<file path="config.mk">
export PLATFORM = sky130hd
export DESIGN_NAME = jt5205_ctrl
export DESIGN_NICKNAME = d
export VERILOG_FILES = /design/src/rtl/jt5205_ctrl.sv
export SDC_FILE = /design/constraint.sdc
export NUM_CORES = 1
export LEC_CHECK = 0
export CAP_MARGIN = 20
export CORE_ASPECT_RATIO = 1.5
export CORE_MARGIN = 8
export CORE_UTILIZATION = 55
export DETAILED_ROUTE_END_ITERATION = 7
export HOLD_SLACK_MARGIN = 0.03
export PLACE_DENSITY = 0.88
export SLEW_MARGIN = 30
export SYNTH_ARGS = -nofsm -noshare
export SYNTH_HDL_FRONTEND = slang
export SYNTH_SLANG_ARGS = --single-unit
</file>
<file path="constraint.sdc">
create_clock -name clk -period 4.1 [get_ports clk]
set_input_delay 0.82 -clock clk [delete_from_list [all_inputs] [get_ports clk]]
set_output_delay 0.82 -clock clk [all_outputs]
set_load 0.1 [all_outputs]
</file>
<file path="src/rtl/jt5205_ctrl.sv">
// ---------------------------------------------------------------------------
// jt5205_ctrl -- ROM-fed playback controller for a JT5205 ADPCM decoder.
//
// Reads a block of ADPCM bytes from start_addr up to and including end_addr.
// Each byte becomes two 4-bit nibbles on din. One nibble is used per vclk
// strobe. vclk comes from the decoder's own sample divider (its irq output).
// One byte is prefetched so that a slow ROM can hide its latency. When the
// ROM cannot keep up, the current nibble is held and a sticky underrun flag
// is raised.
//
// Parameters
//   AW        ROM byte-address width.
//   LO_FIRST  0: high nibble plays first, 1: low nibble plays first.
//
// Ports
//   clk, rst_n            rising-edge clock, asynchronous active-low reset
//   vclk                  one-cycle sample strobe from the decoder
//   start, stop           one-cycle control pulses (stop has priority)
//   start_addr, end_addr  inclusive byte range, sampled on start
//   rom_addr, rom_cs      ROM request; address is held until rom_ok
//   rom_data, rom_ok      ROM response, valid only while rom_cs is high
//   din                   nibble to the decoder
//   dec_rst               holds the decoder in reset outside playback
//   busy                  a playback is in progress (priming or playing)
//   done                  one-cycle pulse after the last nibble was consumed
//   underrun              sticky: a vclk found no byte ready; cleared on start
// ---------------------------------------------------------------------------
module jt5205_ctrl #(
  parameter int AW       = 16,
  parameter bit LO_FIRST = 1'b0
) (
  input  logic          clk,
  input  logic          rst_n,
  input  logic          vclk,
  input  logic          start,
  input  logic          stop,
  input  logic [AW-1:0] start_addr,
  input  logic [AW-1:0] end_addr,
  output logic [AW-1:0] rom_addr,
  output logic          rom_cs,
  input  logic [7:0]    rom_data,
  input  logic          rom_ok,
  output logic [3:0]    din,
  output logic          dec_rst,
  output logic          busy,
  output logic          done,
  output logic          underrun
);

  localparam logic [1:0] ST_IDLE  = 2'd0;
  localparam logic [1:0] ST_PRIME = 2'd1;
  localparam logic [1:0] ST_PLAY  = 2'd2;

  logic [1:0]    state;
  logic [AW-1:0] end_q;      // last byte address of the running sample
  logic [7:0]    cur;        // byte being played
  logic [7:0]    nxt;        // prefetched byte
  logic          nxt_valid;
  logic          more;       // bytes remain to fetch beyond cur/nxt
  logic          phase;      // 0: first nibble of cur on din, 1: second

  function automatic logic [3:0] first_nib(input logic [7:0] b);
    return LO_FIRST ? b[3:0] : b[7:4];
  endfunction

  function automatic logic [3:0] second_nib(input logic [7:0] b);
    return LO_FIRST ? b[7:4] : b[3:0];
  endfunction

  assign busy    = (state != ST_IDLE);
  assign dec_rst = (state != ST_PLAY);

  // NOTE: every register below uses non-blocking assignments, so all of them
  // update together at the clock edge. Blocking assignments here would let
  // later statements see half-updated state, and simulation and synthesis
  // could then disagree.
  // NOTE: cur and nxt are plain registers and not a RAM. That makes them
  // cheap to reset, so the data path also comes out of reset in a known
  // state.
  always_ff @(posedge clk or negedge rst_n) begin
    if (!rst_n) begin
      state     <= ST_IDLE;
      end_q     <= '0;
      cur       <= '0;
      nxt       <= '0;
      nxt_valid <= 1'b0;
      more      <= 1'b0;
      phase     <= 1'b0;
      rom_addr  <= '0;
      rom_cs    <= 1'b0;
      din       <= '0;
      done      <= 1'b0;
      underrun  <= 1'b0;
    end else begin
      done <= 1'b0;
      if (stop) begin
        // Abort. Any ROM response still in flight arrives with rom_cs low
        // and is therefore ignored.
        state     <= ST_IDLE;
        rom_cs    <= 1'b0;
        nxt_valid <= 1'b0;
        more      <= 1'b0;
      end else if (start) begin
        // A start while busy behaves like an abort plus a fresh start.
        // rom_cs drops for one cycle, so a response to the old address
        // cannot be taken as data for the new one.
        underrun  <= 1'b0;
        end_q     <= end_addr;
        rom_addr  <= start_addr;
        rom_cs    <= 1'b0;
        nxt_valid <= 1'b0;
        more      <= 1'b0;
        phase     <= 1'b0;
        if (start_addr > end_addr) begin
          state <= ST_IDLE;
          done  <= 1'b1;
        end else begin
          state <= ST_PRIME;
        end
      end else begin
        case (state)
          ST_PRIME: begin
            if (rom_cs && rom_ok) begin
              cur      <= rom_data;
              din      <= first_nib(rom_data);
              rom_addr <= rom_addr + AW'(1);
              rom_cs   <= 1'b0;
              // Compare before the increment so that end_addr = all-ones
              // never issues a fetch at the wrapped address.
              more     <= (rom_addr != end_q);
              phase    <= 1'b0;
              state    <= ST_PLAY;
            end else begin
              rom_cs <= 1'b1;
            end
          end

          ST_PLAY: begin
            // Prefetch. A request is only raised when nxt is empty. Capture
            // clears rom_cs, so it stays low for at least one cycle.
            if (rom_cs) begin
              if (rom_ok) begin
                nxt       <= rom_data;
                nxt_valid <= 1'b1;
                rom_addr  <= rom_addr + AW'(1);
                rom_cs    <= 1'b0;
                more      <= (rom_addr != end_q);
              end
            end else if (!nxt_valid && more) begin
              rom_cs <= 1'b1;
            end

            // Nibble consumption. The ROM capture needs nxt empty, and the
            // byte swap needs nxt full, so the two never act in the same
            // cycle.
            if (vclk) begin
              if (!phase) begin
                din   <= second_nib(cur);
                phase <= 1'b1;
              end else if (nxt_valid) begin
                cur       <= nxt;
                nxt_valid <= 1'b0;
                din       <= first_nib(nxt);
                phase     <= 1'b0;
              end else if (!more) begin
                // cur was the byte at end_addr, and both of its nibbles
                // have now been consumed.
                done  <= 1'b1;
                state <= ST_IDLE;
              end else begin
                // The ROM is too slow. Hold din and phase, and let the next
                // vclk try again.
                underrun <= 1'b1;
              end
            end
          end

          default: begin
            state <= ST_IDLE;
          end
        endcase
      end
    end
  end

endmodule

</file>
==> flow_summary.yaml <==
run_status:
  status: "completed"
power:
  p_leak_nw: 1.929
  peakVddDrop_mv: 0.2648
  power_mw: 1.702
  p_per_area_nw_per_um2: 401.7
clock_network:
  path_clk_slew_ns: 0.10
  h-tree-depth: 2
  cts_sinks: 56
  clk_root_buffer_cell: "clkbuf_8"
  cts.path.max_buffers: 2
  cts_tree: "built"
  cts_resized: 0
  hold_buffers: 0
  insertion_delay_ns: 0.31
  numCtsBuffers: 5
  postCtsSetupRepairBufs: 0
routing:
  antenna_left: 0
  drtPass1Iterations: 5
  drt-vias-per-instance: 5.968
  vias: 3026
  first_iter_violations: 197
  wl_um: 9300
  drc: 0
  wire_per_inst_um: 18.34
die:
  rows: 35
  die-area_um2: 8982
  die_h_um: 112.1
  core_um2: 6043
  dieWidth_um: 80.10
  start_util_pct: 56.09
  ioPinCount: 71
global_route:
  grt_pass1_wl_um: 15620
  antenna_found_initial: 0
  grtUsageTotal_pct: 21.83
  grt_overflow_total: 0
  grt_pass1_vias: 3138
  grt_max_degree: 37
timing:
  setup_tns_ns: 0
  final_hold_viol_count: 0
  clock_skew_ns: 0.005041
  hold_ws_ns: 0.5087
  tightest_slew_ns: 0.9959
  slew_headroom_pct: 33.40
  max_freq_mhz: 284.2
  period_share_pct: 85.81
  min_period_ns: 3.518
  drv_slew: 0
  finalSetupViolations: 0
  rsz0062_at_grt: "false"
cells_and_area:
  final_cell_area_um2: 4237
  final_cells: 507
  antenna_cells: 0
  fin_nets: 499
  drive_gt1_share_pct: 8.545
  area_growth_pct: 24.99
synthesis:
  yosysTopAreaCellShare_pct: 41.34
  netlist_instances: 367
  synth_top_area_cell: "dfrtp_1"
  ys.flop_type: "dfrtp_1"
  synth_cell_types: 45
  syn_nets: 433
  synth_area_um2: 3390
  yosys_warnings: 0
  synth_area_leaders: "dfrtp_1 (41%), ha_1 (7.4%), mux2_2 (6.0%)"
  avgSynthCellArea_um2: 9.236
  async_reset_ff_share_pct: 100.0
  synth-edff-count: 0
  ys_ff_latch: 56
  ys_seq_area_share_pct: 41.34
worst_setup_path:
  cp_slowest_cell: "clkdlybuf4s50_1"
  crit_required_ns: 3.28
  cpMostUsedCell: "inv_1"
  critPathLaunchType: "flip-flop"
  crit_chain: "inv_1 > ha_1 > inv_1 > clkdlybuf4s50_1"
  crit_type: "reg2out"
  cp_max_fo: 21
  cpPeakStageDelay_ns: 1.02
  critPathCaptureType: "output pin"
  ff2ff_path_depth: 7
  crit_arrival_ns: 2.70
min_path:
  hold_path_class: "reg2reg"
  hold_depth: 2
place:
  dpl.cell_count: 500
  gp_congestion: 0.8793
  port_buffers: 70
  placed_cell_area_um2: 4140
  dp_hpwl_um: 7312
flow_run:
  cap_viol_max_count: 0
path summary, 6_finish.rpt:
path | start | slack, ns | endpoint
max in group asynchronous | rst_n | 2.69 | nxt[7]
max | state[0] | 0.58 | dec_rst
min in group asynchronous | rst_n | 0.60 | nxt[1]
max reg2reg | state[0] | 1.49 | rom_addr[14]
min | end_q[8] | 0.51 | end_q[8]
min reg2reg | end_q[8] | 0.51 | end_q[8]
where the power goes:
group          internal [mW]  switching, mW  leakage (nW)
logic                  0.213          0.455          1.17
registers              0.623         0.0826         0.706
clock network          0.151          0.177        0.0503
critical path: cells and delay by family (launching register included):
family	cells	cell delay (ns)
fa+ha+maj	1	0.65
buf+inv	3	1.31
flops	1	0.41
cell usage after synthesis (3+ instances only):
cell type	number
a2111oi_0	3
a21o_1	3
a21oi_1	24
a22oi_1	8
a31oi_1	3
buf_2	3
clkbuf_1	9
dfrtp_1	56
ha_1	20
inv_1	26
mux2_2	18
mux2_4	4
mux2i_1	11
nand2_1	49
nand3_1	9
nand4_1	6
nor2_1	17
nor3_1	9
nor4_1	7
o21ai_0	31
o22ai_1	6
xor2_1	16
placed cells by master, fill, tap and decap left out, types with 2 or more instances in the layout:
cell type	n
clkbuf_8	7
nand4_1	6
a22oi_1	8
clkdlybuf4s50_1	69
a21oi_1	24
nor3_1	9
o31ai_1	2
a31oi_1	3
buf_4	4
inv_1	26
mux2_2	18
a2111oi_0	3
nor2_1	17
xor2_1	16
nor2b_1	2
o21ai_0	31
or3_1	2
ha_1	20
nand3_1	9
dfrtp_1	56
a21o_1	3
nor4_1	7
o22ai_1	6
nand2_1	49
mux2_4	4
mux2i_1	11
o21ai_1	2
a211oi_1	2
registers in the layout, summed over array words and instances, names as in the netlist:
signal     cells
phase          1
end_q         16
more           1
nxt            8
done           1
rom_cs         1
rom_addr      16
cur            4
din            4
underrun       1
state          2
nxt_valid      1
per-stage QoR:
| step | worst slack [ns] | util (%) |
|---|---|---|
| 4_1_cts | 0.5798 | 70.10 |
| 3_3_place_gp | 0.9636 | 68.51 |
| 6_report | 0.5818 | 70.10 |
| 3_5_place_dp | 0.9041 | 68.51 |
| 5_1_grt | 0.4192 | 70.10 |
| 2_1_floorplan | 1.547 | - |
metal layers:
layer	global-route usage [%]	part of all wire [%]
met4	10.24	3.8
met3	3.600	6.6
met5	0	0
met2	37.47	53
met1	25.23	37
cells by family (layout without fill, tap and decap cells):
family	count (synthesis)	in the layout	synth area share, %
buffers and inverters	41	107	4.872
flip-flops	56	56	41.34
AO/OA/AOI/OAI	91	91	16.13
multiplexers	33	33	11.00
adder cells (fa/ha/maj)	20	20	7.383
AND/OR/NAND/NOR	110	110	15.14
XOR/XNOR	16	16	4.134
final cells by class:
class	count	area [um^2]
clock buffer	7	96.34
fill	446	1807
inverter	26	97.59
multi-input combinational	270	1823
sequential	56	1401
tap	74	92.59
timing repair buffer	74	725.7
Note: power is estimated with default switching activity, not from simulation.
